`src/rtl/pipe_pkg.sv`:
```
// pipe_pkg: shared select encodings, mult/div state type and default parameters
package pipe_pkg;
   typedef enum logic [1:0] {SEL_RF = 2'b00, SEL_MA = 2'b01, SEL_WB = 2'b10, SEL_IMM = 2'b11} fwd_sel_t;
   typedef enum logic [1:0] {MD_IDLE = 2'b00, MD_BUSY = 2'b01, MD_DONE = 2'b10} md_state_t;
   localparam int DEF_REG_AW = 5;
   localparam int DEF_MD_LAT = 4;
   localparam int DEF_LU_CYC = 2;
   localparam int DEF_CNT_W  = 32;
   // The younger MA result wins over WB when both write the same register
   function automatic fwd_sel_t fwd_pick(input logic ma_hit, input logic wb_hit);
      return ma_hit ? SEL_MA : wb_hit ? SEL_WB : SEL_RF;
   endfunction
endpackage

```
`src/rtl/md_busy_tracker.sv`:
```
// md_busy_tracker: tracks an in-flight mult/div, busy while computing, one-cycle done pulse
module md_busy_tracker
   import pipe_pkg::*;
#(
   parameter int MD_LAT = DEF_MD_LAT
) (
   input  logic clk,
   input  logic rst,
   input  logic start,
   output logic busy,
   output logic done
);
   localparam int CW = $clog2(MD_LAT + 1);
   md_state_t state, state_n;
   logic [CW-1:0] cnt, cnt_n;
   logic launch;
   always_ff @(posedge clk) begin
      if (rst) begin
         state <= MD_IDLE;
         cnt   <= '0;
      end else begin
         state <= state_n;
         cnt   <= cnt_n;
      end
   end
   // A start in DONE chains straight into the next operation; in BUSY it is ignored
   always_comb begin
      launch  = start && state != MD_BUSY;
      state_n = launch ? MD_BUSY : state == MD_BUSY ? (cnt <= CW'(1) ? MD_DONE : MD_BUSY) : MD_IDLE;
      cnt_n   = launch ? CW'(MD_LAT - 2) : state == MD_BUSY ? cnt - CW'(1) : cnt;
   end
   always_comb begin
      busy = state == MD_BUSY;
      done = state == MD_DONE;
   end
endmodule

```
`src/rtl/forward_hazard_unit.sv`:
```
// forward_hazard_unit: operand forwarding selects, load-use and mult/div stalls, stall counter
module forward_hazard_unit
   import pipe_pkg::*;
#(
   parameter int REG_AW = DEF_REG_AW,
   parameter int MD_LAT = DEF_MD_LAT,
   parameter int LU_CYC = DEF_LU_CYC,
   parameter int CNT_W  = DEF_CNT_W
) (
   input  logic              clk,
   input  logic              rst,
   input  logic [REG_AW-1:0] id_rs,
   input  logic [REG_AW-1:0] id_rt,
   input  logic              id_use_rs,
   input  logic              id_use_rt,
   input  logic              id_md_use,
   input  logic [REG_AW-1:0] ex_rs,
   input  logic [REG_AW-1:0] ex_rt,
   input  logic              ex_b_imm,
   input  logic              ex_memwr,
   input  logic [REG_AW-1:0] ex_dst,
   input  logic [REG_AW-1:0] ma_dst,
   input  logic [REG_AW-1:0] wb_dst,
   input  logic              ex_regwr,
   input  logic              ma_regwr,
   input  logic              wb_regwr,
   input  logic              ex_memtoreg,
   input  logic              ma_memtoreg,
   input  logic              ex_md_start,
   input  logic              flush,
   output logic [1:0]        fwd_a,
   output logic [1:0]        fwd_b,
   output logic [1:0]        fwd_mem,
   output logic              stall,
   output logic              md_busy,
   output logic              md_done,
   output logic [CNT_W-1:0]  stall_cnt
);
   localparam int LW = $clog2(LU_CYC + 1);
   logic ma_ok, wb_ok, lu_hit, stall_lu;
   logic [LW-1:0] lu_cnt;
   fwd_sel_t sel_rt;
   // A load in MA has no data yet, so it is never a forwarding source
   always_comb begin
      ma_ok   = ma_regwr && ma_dst != '0 && !ma_memtoreg;
      wb_ok   = wb_regwr && wb_dst != '0;
      sel_rt  = fwd_pick(ma_ok && ma_dst == ex_rt, wb_ok && wb_dst == ex_rt);
      fwd_a   = fwd_pick(ma_ok && ma_dst == ex_rs, wb_ok && wb_dst == ex_rs);
      fwd_b   = ex_b_imm ? SEL_IMM : sel_rt;
      fwd_mem = ex_memwr ? sel_rt : SEL_RF;
   end
   always_comb begin
      lu_hit   = ex_regwr && ex_memtoreg && ex_dst != '0 &&
                 ((id_use_rs && id_rs == ex_dst) || (id_use_rt && id_rt == ex_dst));
      stall_lu = lu_cnt != '0 || (lu_hit && !flush);
      stall    = stall_lu || (id_md_use && md_busy);
   end
   always_ff @(posedge clk) begin
      if (rst) begin
         lu_cnt    <= '0;
         stall_cnt <= '0;
      end else begin
         lu_cnt <= flush ? '0 : lu_cnt != '0 ? lu_cnt - LW'(1) : lu_hit ? LW'(LU_CYC - 1) : '0;
         if (stall && stall_cnt != '1) stall_cnt <= stall_cnt + CNT_W'(1);
      end
   end
   md_busy_tracker #(.MD_LAT(MD_LAT)) u_md (
      .clk   (clk),
      .rst   (rst),
      .start (ex_md_start),
      .busy  (md_busy),
      .done  (md_done)
   );
endmodule

```
`config.mk`:
```
export PLATFORM = sky130hd
export DESIGN_NAME = forward_hazard_unit
export DESIGN_NICKNAME = d
export VERILOG_FILES = /design/src/rtl/pipe_pkg.sv /design/src/rtl/md_busy_tracker.sv /design/src/rtl/forward_hazard_unit.sv
export SDC_FILE = /design/constraint.sdc
export NUM_CORES = 1
export LEC_CHECK = 0
export CAP_MARGIN = 20
export CORE_ASPECT_RATIO = 0.5
export CORE_UTILIZATION = 40
export CTS_CLUSTER_DIAMETER = 30
export DETAILED_ROUTE_END_ITERATION = 7
export PLACE_DENSITY = 0.77
export SLEW_MARGIN = 20
export SYNTH_ARGS = -nofsm -noshare
export SYNTH_HDL_FRONTEND = slang
export SYNTH_HIERARCHICAL = 1
export SYNTH_SLANG_ARGS = --single-unit
```
`constraint.sdc`:
```
create_clock -name clk -period 2.6 [get_ports clk]
set_input_delay 0.52 -clock clk [delete_from_list [all_inputs] [get_ports clk]]
set_output_delay 0.52 -clock clk [all_outputs]
set_load 0.05 [all_outputs]
```
# Word level (Yosys, flattened, before mapping)
# Cells that the tools add are included.
[op_classes]
addsub = 3
n_mul = 0
n_div = 0
magnitude_cmp = 1
n_eq_ne = 10
shift = 0
muxes = 13
bitwise = 1
reduce_logical = 29
[ops]
columns = ["op", "count"]
rows = [
  ["adder 32 x 1 -> 32 bit, second input constant", 1],
  ["inequality test 32 bit, second input constant", 1],
  ["== test 5 bit", 6],
  ["two-way mux 2 bit", 10],
  ["logical AND 1 bit", 16],
  ["nonzero test 5 bit", 3],
  ["nonzero test 2 bit", 2],
  ["OR reduction 2 bit", 2],
  ["<= comparator 3 x 1 -> 1 bit, second input constant", 1],
  ["logical OR 1 bit", 3],
  ["two-way mux 1 bit", 3],
  ["OR reduction 3 bit", 1],
  ["subtractor 3 x 1 -> 3 bit, second input constant", 1],
  ["== test 2 x 1 -> 1 bit, second input constant", 1],
  ["== test 2 bit, second input constant", 1],
  ["zero test 1 bit", 2],
  ["inequality test 2 x 1 -> 1 bit, second input constant", 1],
  ["subtractor 2 x 1 -> 2 bit, second input constant", 1],
  ["NOT 1 bit", 1],
]
[totals]
ff_bits = 39
latch_bits = 0
ramBits = 0
romBits = 0
input_bits = 49
output_inout_bits = 41
elab_cells = 63
mem_count = 0

# Depth between registers and ports, before layout
[depth]
ltp_word = 8
ltp_mapped = 8
ltp_nobuf = 8

# Modules after synthesis
# The synthesis kept the hierarchy.
[modules_own_cells]
columns = ["mod", "n_inst", "cells_per_inst", "area_per_inst_um2", "seq_area_each_um2"]
rows = [
  ["forward_hazard_unit", 1, 261, 2073.2, 680.7],
  ["md_busy_tracker", 1, 25, 251.5, 100.1],
]

# Worst setup path after synthesis
# OpenSTA, ideal clock, no wires.
[synth_path]
path_kind = "input-to-output"
from = "in ma_regwr"
to = "out fwd_a[1]"
arrival_ps = 3104
t_required_ps = 2080
setup_slack_ps = -1024
path_stages = 4
path_buffers = 0
cell_sequence = "nor2b_1 o21ai_0 nor4_1 nor4_1"
[synth_between]
elab_chain_len = 4
[synth_lines]
columns = ["element", "line_no", "text"]
rows = [
  ["start: declaration", "forward_hazard_unit.sv:25", "input logic ma_regwr,"],
  ["logical AND 1 bit (2 in a row)", "forward_hazard_unit.sv:45", "ma_ok = ma_regwr && ma_dst != '0 && !ma_memtoreg;"],
  ["logical AND 1 bit", "forward_hazard_unit.sv:48", "fwd_a = fwd_pick(ma_ok && ma_dst == ex_rs, wb_ok && wb_dst == ex_rs);"],
  ["two-way mux 2 bit", "pipe_pkg.sv:11", "return ma_hit ? SEL_MA : wb_hit ? SEL_WB : SEL_RF;"],
  ["end: declaration", "forward_hazard_unit.sv:31", "output logic [1:0] fwd_a,"],
]
# Every way passes these cells.

# Worst setup path after layout
[layout_path]
from = "in id_rt[4]"
to = "reg stall_cnt[23]"
[layout_between]
elab_chain_len = 8
[layout_lines]
columns = ["element", "line_no", "text"]
rows = [
  ["start: declaration", "forward_hazard_unit.sv:13", "input logic [REG_AW-1:0] id_rt,"],
  ["== test 5 bit", "forward_hazard_unit.sv:54", "((id_use_rs && id_rs == ex_dst) || (id_use_rt && id_rt == ex_dst));"],
  ["logical AND 1 bit", "forward_hazard_unit.sv:54", ""],
  ["logical OR 1 bit", "forward_hazard_unit.sv:54", ""],
  ["logical AND 1 bit", "forward_hazard_unit.sv:53", "lu_hit = ex_regwr && ex_memtoreg && ex_dst != '0 &&"],
  ["logical AND 1 bit", "forward_hazard_unit.sv:55", "stall_lu = lu_cnt != '0 || (lu_hit && !flush);"],
  ["logical OR 1 bit", "forward_hazard_unit.sv:55", ""],
  ["logical OR 1 bit", "forward_hazard_unit.sv:56", "stall = stall_lu || (id_md_use && md_busy);"],
  ["logical AND 1 bit", "forward_hazard_unit.sv:64", "if (stall && stall_cnt != '1) stall_cnt <= stall_cnt + CNT_W'(1);"],
  ["end signal: assignment", "forward_hazard_unit.sv:64", ""],
  ["end: declaration", "forward_hazard_unit.sv:37", "output logic [CNT_W-1:0] stall_cnt"],
]
# Every way passes these cells.
# A chain may end at the register's enable or synchronous reset.

==> results by group <==
Run status
  – Run status: complete, but fails checks
  – Failing checks: setup timing

Pwr
  – Tot Pwr: ~1.5 mW
  – Pleak: between 1 and 1.5 nW
  – Max rail drop VDD: 0.292 mV
  – Cell Pwr Density: 389 nW/um2

STA
  – Worst Tran Pin Value: 0.522 ns
  – Min Tclk post-route: roughly 2.7 ns
  – Final setup TNS: -0.0720 ns
  – Peak Freq: around 380 MHz
  – Slew Viols, Final: 0
  – Slew headroom: about two thirds
  – Setup-failing EPs final: 2
  – RSZ-0062 raised after global routing: yes
  – Skew final: 0.00281 ns
  – Period utilisation layout: 102%
  – WHS: 0.508 ns
  – Endpoints failing hold: 0
  – Fin worst setup slack: -0.0509 ns

Detailed routing
  – Detailed-route DRC error count: 0
  – Vias: 2563
  – Vias per cell: about 5.3
  – Wire length per cell: 15.2 um
  – Metal3 WL: roughly 600 um
  – WL final: 7390 um
  – Met2 wire len: 3630 um
  – Final ANT Viol Nets: 0
  – Initial DRC Count: 95
  – Met1 Routed Length: 3060 um
  – Uppermost layer routed: met4
  – Drt pass-1 iters: 4

Yosys
  – Ys flop type: dfxtp_1
  – Biggest area consumer among synthesized cells: dfxtp_1
  – Ys async rst share: 0%
  – Post-Syn Area: around 2300 um2
  – Post-synthesis sequential area ratio: around a third
  – Mapped Avg Cell Area: between 8 and 9 um2
  – Post-synth cell types: 41
  – Post-synth net total: 339
  – #FFs+latches synth: 39
  – Post-synth EDFFs: 0
  – Yosys Warn Count: 6
  – Dominant cells by area after synthesis: dfxtp_1 34%, xnor2_1 11%, xor2_1 8.7%
  – Share of the synthesized area in the top cell type: roughly a third
  – Syn Inst Count: approximately 290

Clocking
  – Max Buffers Root-to-Sink: 2
  – Clk slew on worst S/H paths: 0.05 ns
  – Clock latency on the worst-skew pair: 0.28 ns
  – # clock sinks: 39
  – CTS H-tree depth: 2
  – Clk root buf: clkbuf_16
  – CTS tree: built
  – TritonCTS Buffers: 5

Worst setup path
  – R2R Setup Slk: 0.15 ns
  – Startpoint types: input pin
  – Cells on worst reg2reg path: 9
  – CP max stage cell: or4_4
  – Worst Path Arrival: 2.87 ns
  – Critical path cell sequence: clkdlybuf4s15_1 -> xor2_1 -> nor4_2 -> a32oi_2 -> o31a_1 -> buf_6 -> or4_4 -> or3_4 -> a21oi_2
  – Worst-path fanout max: 4
  – Critical path type: in2reg
  – Worst endpoint required time: 2.82 ns
  – R2R Path End: stall_cnt[23]
  – Crit path largest cell delay: between 0.5 and 0.6 ns
  – CP endpoint kind: flip-flop
  – Worst r2r src: stall_cnt[5]

Hold path
  – Worst Hold Launch: u_md/state[0]
  – Worst Hold Depth: 2
  – Hold Crit Class: reg2reg
  – Worst Hold Endpoint: u_md/state[1]

Floorplan
  – Ports: 90
  – Die W: 110 um
  – Initial core utilization: between 40% and 50%
  – Die height: 55.9 um
  – Core region area: between 5000 and 6000 um2
  – Full die area: 6140 um2
  – Row count: 19

Cells and area
  – Filler instances: 418
  – Nets@finish: 463
  – Layout area overhead: 67.8%
  – Share of cells above drive strength 1: 24.6%
  – Util after Layout: 70.4%

GRT
  – First-pass GRT wire length: 11200 um
  – Vias in the first global route: 2461
  – Largest net degree at the start of global routing: 24
  – Global route overflow: 0
  – Overall Global Routing Usage: 23.0%
  – Initial antenna violation count: 1

Placement
  – Port Buffers: 89
  – Post-DP HPWL: 5220 um
  – GP Congestion: just under 0.9
  – Post-placement setup slack: -0.643 ns

Run
  – Max-cap violation count: 0
==> critical path, delay by kind of cell <==
family / cells / cell delay [ns]
and+or+nand+nor: 3 / 1.20
AOI/OAI and AO/OA: 3 / 0.61
buffers and inverters: 2 / 0.34
xor gates and xnor gates: 1 / 0.18
==> stage by stage <==
step	cell area, um2	instances
2_1_floorplan	2350	286
3_3_place_gp	3570	471
3_5_place_dp	3570	471
4_1_cts	3790	483
5_1_grt	3900	485
6_report	3900	485
==> flip-flops by register name (all words and copies together), names as in the netlist <==
| register | flops |
|---|---|
| stall_cnt | 32 |
| u_md/cnt | 3 |
| lu_cnt | 2 |
| u_md/state | 2 |
==> cells in the mapped netlist (2+ instances only) <==
library cell	number
or4_1	9
and4_1	2
inv_1	8
or3_1	6
and3_1	3
xor2_1	23
xnor2_1	30
nor2_1	31
and2_1	6
nor3_1	16
ha_1	4
nand4_1	12
nand3_1	13
nor4_1	15
dfxtp_1	39
a21oi_1	11
o21ai_0	9
clkbuf_1	7
or2_2	2
nand2_1	17
nor4b_1	3
==> worst max-delay path by stage <==
stage	cells past startpoint	to	start
global route	9	stall_cnt[23]	id_rt[4]
CTS	7	fwd_a[0]	ex_rs[4]
global placement	8	stall_cnt[26]	ex_dst[3]
detailed placement	8	stall_cnt[26]	ex_dst[3]
floorplan	4	fwd_a[1]	ma_regwr
finish	9	stall_cnt[23]	id_rt[4]
==> routing by layer <==
layer / track usage (%) / vias up
met5: 0 / -
met4: 6.29 / 0
met3: 5.15 / 11
met2: 40.0 / 107
met1: 28.6 / 1179
li1: - / 1266
==> power breakdown <==
group          switching, mW  total (mW)  internal, mW  leakage, nW
registers             0.0112       0.619         0.608        0.316
logic                  0.161       0.323         0.162         1.03
clock network          0.221       0.575         0.354       0.0679
==> cells by family (layout without fill, tap and decap cells) <==
kind of cell	count (synthesis)	after routing	share of synthesized area, %
fa+ha+maj	4	4	2.15
xor+xnor	53	53	20.0
simple gates	140	140	32.4
other cells	0	1	0
buf+inv	18	143	2.96
flops	39	39	33.6
mux	1	1	0.646
compound gates	31	31	8.29
==> cell type report <==
cell class / count / area [um2] / share of cell area (%)
antenna: 1 / 2.50 / 0.0641
timing repair buffer: 126 / 1190 / 30.4
inverter: 9 / 36.3 / 0.930
sequential: 39 / 782 / 20.0
clock buffer: 7 / 133 / 3.40
tap: 73 / 91.3 / 2.34
multi-input combinational: 229 / 1660 / 42.7
clock inverter: 1 / 5.00 / 0.128
==> timing repair <==
item	in CTS	in global routing
setup endpoints to repair	23	18
cloned	0	0
buffers inserted	4	1
resized for setup	99	36
pin swaps	21	20
hold buffers	0	0
==> layout by cell type, fill, tap and decap left out, drive strengths merged, types with 3 or more instances in the layout <==
master         count
nand3             13
nor3              16
nand4             12
dfxtp             39
nor4b              3
clkdlybuf4s50     48
dlygate4sd2        8
xor2              23
nor4              15
inv                9
and3               3
or4                9
o21ai              9
and2               7
ha                 4
xnor2             30
nor2              31
clkbuf            11
or3                6
a21oi             11
nand2             17
dlymetal6s2s       4
clkdlybuf4s15      6
buf               56
No activity file was read; power rests on OpenSTA's default activity.
==> variant 1, RTL diff (same settings) <==
Re-encode `md_state_t` (3 states) as one-hot, 3 bits wide.
--- a/src/rtl/pipe_pkg.sv
+++ b/src/rtl/pipe_pkg.sv
@@ -1,7 +1,7 @@
 // pipe_pkg: shared select encodings, mult/div state type and default parameters
 package pipe_pkg;
    typedef enum logic [1:0] {SEL_RF = 2'b00, SEL_MA = 2'b01, SEL_WB = 2'b10, SEL_IMM = 2'b11} fwd_sel_t;
-   typedef enum logic [1:0] {MD_IDLE = 2'b00, MD_BUSY = 2'b01, MD_DONE = 2'b10} md_state_t;
+   typedef enum logic [2:0] {MD_IDLE = 3'b001, MD_BUSY = 3'b010, MD_DONE = 3'b100} md_state_t;
    localparam int DEF_REG_AW = 5;
    localparam int DEF_MD_LAT = 4;
    localparam int DEF_LU_CYC = 2;
Function: same outputs for any inputs over 10 cycles, from zero or initial values and one cycle with rst high; not proved beyond that.
==> variant 1 against the unedited design <==
Design area rose by 1.1%; critical path depth shrank 1; critical path type unchanged; sequential cell count increased by 1; setup slack better by 8.8 ps; synthesized cell count rose by 1.0%; area after synthesis is 0.86% higher; the run still ends with setup timing left; power shrank 4.3%; wire length grew 4.3%.
==> variant 1: results (changes against the unedited design) <==
CP Max Fanout=7 (was 4); placed cell area=3550 µm² (was 3570 µm²); routed length per placed instance=16.0 µm (was 15.2 µm); Final nets=460 (was 463); vias in the first global route=2542 (was 2461); final std cells w/o fill=481 (was 485); worst vdd ir=0.262 mV (was 0.292 mV); Mapped Cells=289 (was 286); CP startpoint=id_rt[0] (was id_rt[4]); final setup margin=-42.2 ps (was -50.9 ps); Worst EP arrival=2860 ps (was 2870 ps); largest net degree at the start of global routing=22 (was 24); Tightest Pin Transition=571 ps (was 522 ps); clk_skew=3.64 ps (was 2.81 ps); Top Registers=stall_cnt (32), u_md/cnt (3), u_md/state (3) (was stall_cnt (32), u_md/cnt (3)); Synth area leaders=dfxtp_1, xnor2_1, xor2_1 (unchanged); Tot GR Track Use=0.242 (was 0.230); syn_nets=342 (was 339); Inst Count DP=469 (was 471); violated checks=setup timing (unchanged); worst slack, placed=-688 ps (was -643 ps); Synth top cells by count=dfxtp_1, nor2_1, xnor2_1 (unchanged); synth unique cells=39 (was 41); GP Congestion=0.856 (was 0.878); # setup viols final=3 (was 2); LEAKAGE=1.39 nW (was 1.41 nW); CTS Buffer Depth=2 (unchanged); post-synthesis sequential area ratio=0.342 (was 0.336); global-route wire length before repair=11600 µm (was 11200 µm); status=finished with violations (unchanged); Hold Crit Start=u_md/cnt[2] (was u_md/state[0])
==> variant 1: cell type report <==
class                   count  area [µm²]  area share
multi-input cells         232        1740       0.440
diodes                      1        2.50    0.000635
well taps                  73        91.3      0.0232
clock buffers               6         129      0.0327
inverters                   8        32.5     0.00825
repair buffers            120        1140       0.290
clock inverters             1        5.00     0.00127
flip-flops and latches     40         802       0.203
==> variant 1: timing repair <==
item | in CTS | in global routing
buffers inserted | 3 | 2
gates resized for setup | 101 | 42
endpoints found under the hold margin | 0 | 0
pin swaps | 24 | 19
setup endpoints to repair | 34 | 21
==> variant 1: logic make-up (layout without fill, tap and decap cells) <==
logic type                 count (synthesis)  in the layout  share of synthesized area
xor gates and xnor gates                  53             53                      0.198
buffers and inverters                     17            135                     0.0277
and+or+nand+nor                          145            145                      0.334
adders and majority gates                  4              4                     0.0213
DFF                                       40             40                      0.342
AOI/OAI and AO/OA                         30             30                     0.0779
other                                      0              1                          0
==> variant 1: worst paths after layout <==
kind	end	slack [ps]	cells after the start
setup / recovery	stall_cnt[22]	-40	8
hold / removal	u_md/cnt[2]	550	2
setup reg to reg	stall_cnt[21]	80	8
hold reg to reg	u_md/cnt[2]	550	2
==> variant 1: per-layer routing <==
metal  GRT usage  routed length [µm]  vias up
met2       0.437                3950      105
met5           0                   0        -
li1            -                   -     1262
met4      0.0789                 142        0
met1       0.282                3050     1247
met3      0.0504                 565       16
==> variant 1: per-stage QoR <==
stage | power (mW) | TNS (ps)
after global routing | 1.50 | -761
after floorplan | 0.721 | -8.84
after CTS | 1.44 | 0
final | 1.45 | -77.2
after global placement | 0.855 | -11050
after detailed placement | 0.860 | -15750
==> variant 1: critical path, cell delays in order <==
cell and delay, ps:
clkdlybuf4s15_1 180, xor2_1 180, nor4_1 340, a32oi_1 140, o31a_1 390, or4_4 610, or3_4 390, a21oi_2 120
==> variant 1: power by group <==
part / switching (mW) / internal [mW] / total, mW / leakage, nW
Combinational: 0.120 / 0.130 / 0.251 / 0.998
Sequential: 0.00493 / 0.618 / 0.623 / 0.324
Clock: 0.229 / 0.348 / 0.578 / 0.0667
==> variant 2, RTL diff (same flow settings) <==
Made on the original files. Set the package constant `DEF_REG_AW` to 3 (it was 5).
--- a/src/rtl/pipe_pkg.sv
+++ b/src/rtl/pipe_pkg.sv
@@ -2,7 +2,7 @@
 package pipe_pkg;
    typedef enum logic [1:0] {SEL_RF = 2'b00, SEL_MA = 2'b01, SEL_WB = 2'b10, SEL_IMM = 2'b11} fwd_sel_t;
    typedef enum logic [1:0] {MD_IDLE = 2'b00, MD_BUSY = 2'b01, MD_DONE = 2'b10} md_state_t;
-   localparam int DEF_REG_AW = 5;
+   localparam int DEF_REG_AW = 3;
    localparam int DEF_MD_LAT = 4;
    localparam int DEF_LU_CYC = 2;
    localparam int DEF_CNT_W  = 32;
Interface: changed (7 resized); port bits go from 90 to 76. The function was not compared with the original's and may differ.
==> variant 2 against the unedited design <==
Design area down 11%; critical path type is now in2out; area after synthesis shrank 2.4%; synthesized cell count shrank 4.2%; sequential cell count unchanged; largest cell class unchanged; power down 2.6%; setup slack better by 120 ps; critical path depth down 3; wire length fell by 15%.
==> variant 2: results (changes against the unedited design) <==
total CTS buffers=5 (unchanged); post-synthesis sequential area ratio=0.344 (was 0.336); CP Max Fanout=2 (was 4); diodes inserted=0 (was 1); share of layout cells above drive strength 1=0.162 (was 0.246); crit path max-delay cell type=clkdlybuf4s50_1 (was or4_4); placed wire-length estimate=4580 µm (was 5220 µm); clk slew on worst S/H paths=60 ps; Hold WC Path Type=reg2reg (unchanged); Slew HR=0.621 (was 0.651); Starting DRT DRC Count=97 (was 95); Worst EP arrival=2010 ps (was 2870 ps); final WL=6270 µm (was 7390 µm); Final nets=404 (was 463); Post-CTS Setup Repair Bufs=0 (was 4); vias in the first global route=2263 (was 2461); crit-path max cell delay=520 ps (was 540 ps); vias per cell=5.42 (was 5.28); Inst Count DP=428 (was 471); PortBufs=75 (was 89); CTS Buffer Depth=2 (unchanged); synth unique cells=54 (was 41); initial antenna violation count=0 (was 1); status=completed (was finished with violations); routed length per placed instance=14.4 µm (was 15.2 µm); Synth Area in XOR/XNOR=0.0811 (was 0.200); worst vdd ir=0.266 mV (was 0.292 mV); cell family contributing the most delay on the critical path=simple AND/OR/NAND/NOR gates (unchanged); mux contribution to synthesized area=0.0309 (was 0.00646); Fill cells=421 (was 418); GP Congestion=0.806 (was 0.878); LEAKAGE=1.22 nW (was 1.41 nW); global-route wire length before repair=9870 µm (was 11200 µm); Top Registers=stall_cnt (32), u_md/cnt (3) (unchanged); Compound-Gate Fraction of Synth Area=0.184 (was 0.0829); Synth area leaders=dfxtp_1, a21oi_1, or3_1 (was dfxtp_1, xnor2_1, xor2_1); syn_nets=313 (was 339); Synth Area in Adders=0.0221 (was 0.0215); clk_skew=6.86 ps (was 2.81 ps); Avg Inst Size Synth=8.28 µm² (was 8.13 µm²); largest net degree at the start of global routing=46 (was 24); Tot GR Track Use=0.206 (was 0.230); Synth top cells by count=dfxtp_1, a21oi_1, nor2_1 (was dfxtp_1, nor2_1, xnor2_1)
==> variant 2: changes by cell type after synthesis, sizes merged, moves of 4 or more <==
cell and change:
xnor2 -18, xor2 -14, a21oi +13, or3 +12, nor4 -11, o21ai +10
nor2 -9, nor3 -8, or4 -6, nor2b +5, and2 -4, mux2 +4
o211ai +4
==> variant 2: power by group <==
part	switching (mW)	internal, mW	total (mW)
logic	0.143	0.134	0.276
registers	0.00994	0.609	0.619
clock network	0.234	0.349	0.583
==> variant 2: routing by layer <==
metal / wire [µm] / track usage / vias up
met4: 152 / 0.0734 / 0
met1: 2640 / 0.240 / 1093
met2: 3130 / 0.371 / 65
li1: - / - / 1185
met5: 0 / 0 / -
met3: 351 / 0.0425 / 14
==> variant 2: layout make-up <==
class	count	area, µm²	area share
Clock buffer	5	125	0.0361
Tap cell	70	87.6	0.0252
Clock inverter	2	13.8	0.00397
Multi-Input combinational cell	217	1490	0.428
Timing Repair Buffer	90	932	0.269
Inverter	12	45.0	0.0130
Sequential cell	39	781	0.225
==> variant 2: cells by family after synthesis <==
group           Yosys count
compound gates           65
simple gates            121
fa+ha+maj                 4
mux                       6
xor+xnor                 21
buf+inv                  18
flops                    39
==> variant 2: worst paths after layout <==
kind         slack [ps]         start            end  depth (start not counted)
max                  70      ma_regwr       fwd_b[1]                          6
min                 510   u_md/cnt[2]  u_md/state[1]                          1
max reg2reg         510  stall_cnt[0]  stall_cnt[26]                          6
min reg2reg         510   u_md/cnt[2]  u_md/state[1]                          1
==> variant 2: worst reg2reg max path, delay by kind of cell (launching register included) <==
family | cells | cell delay [ps]
multiplexers | 1 | 280
AND/OR/NAND/NOR | 4 | 1070
adder cells (fa/ha/maj) | 1 | 230
flip-flops | 1 | 400
==> variant 2: metrics by stage <==
| step | instance area (µm²) | hold WS (ps) | utilization | setup TNS [ps] | setup slack [ps] |
|---|---|---|---|---|---|
| 3_5_place_dp | 3260 | 496 | 0.629 | -827 | -187 |
| 4_1_cts | 3410 | 507 | 0.659 | -41.4 | -29.9 |
| 6_report | 3470 | 509 | 0.670 | 0 | 71.0 |
| 2_1_floorplan | 2290 | 462 | - | 0 | 0.152 |
| 5_1_grt | 3470 | 530 | 0.670 | 0 | 23.5 |
| 3_3_place_gp | 3260 | 478 | 0.629 | -164 | -83.6 |
==> variant 2: timing repair <==
action                                  in CTS  in global routing
gates resized for setup                      6                 11
endpoints found under the setup margin       6                  6
pin swaps                                    3                  2
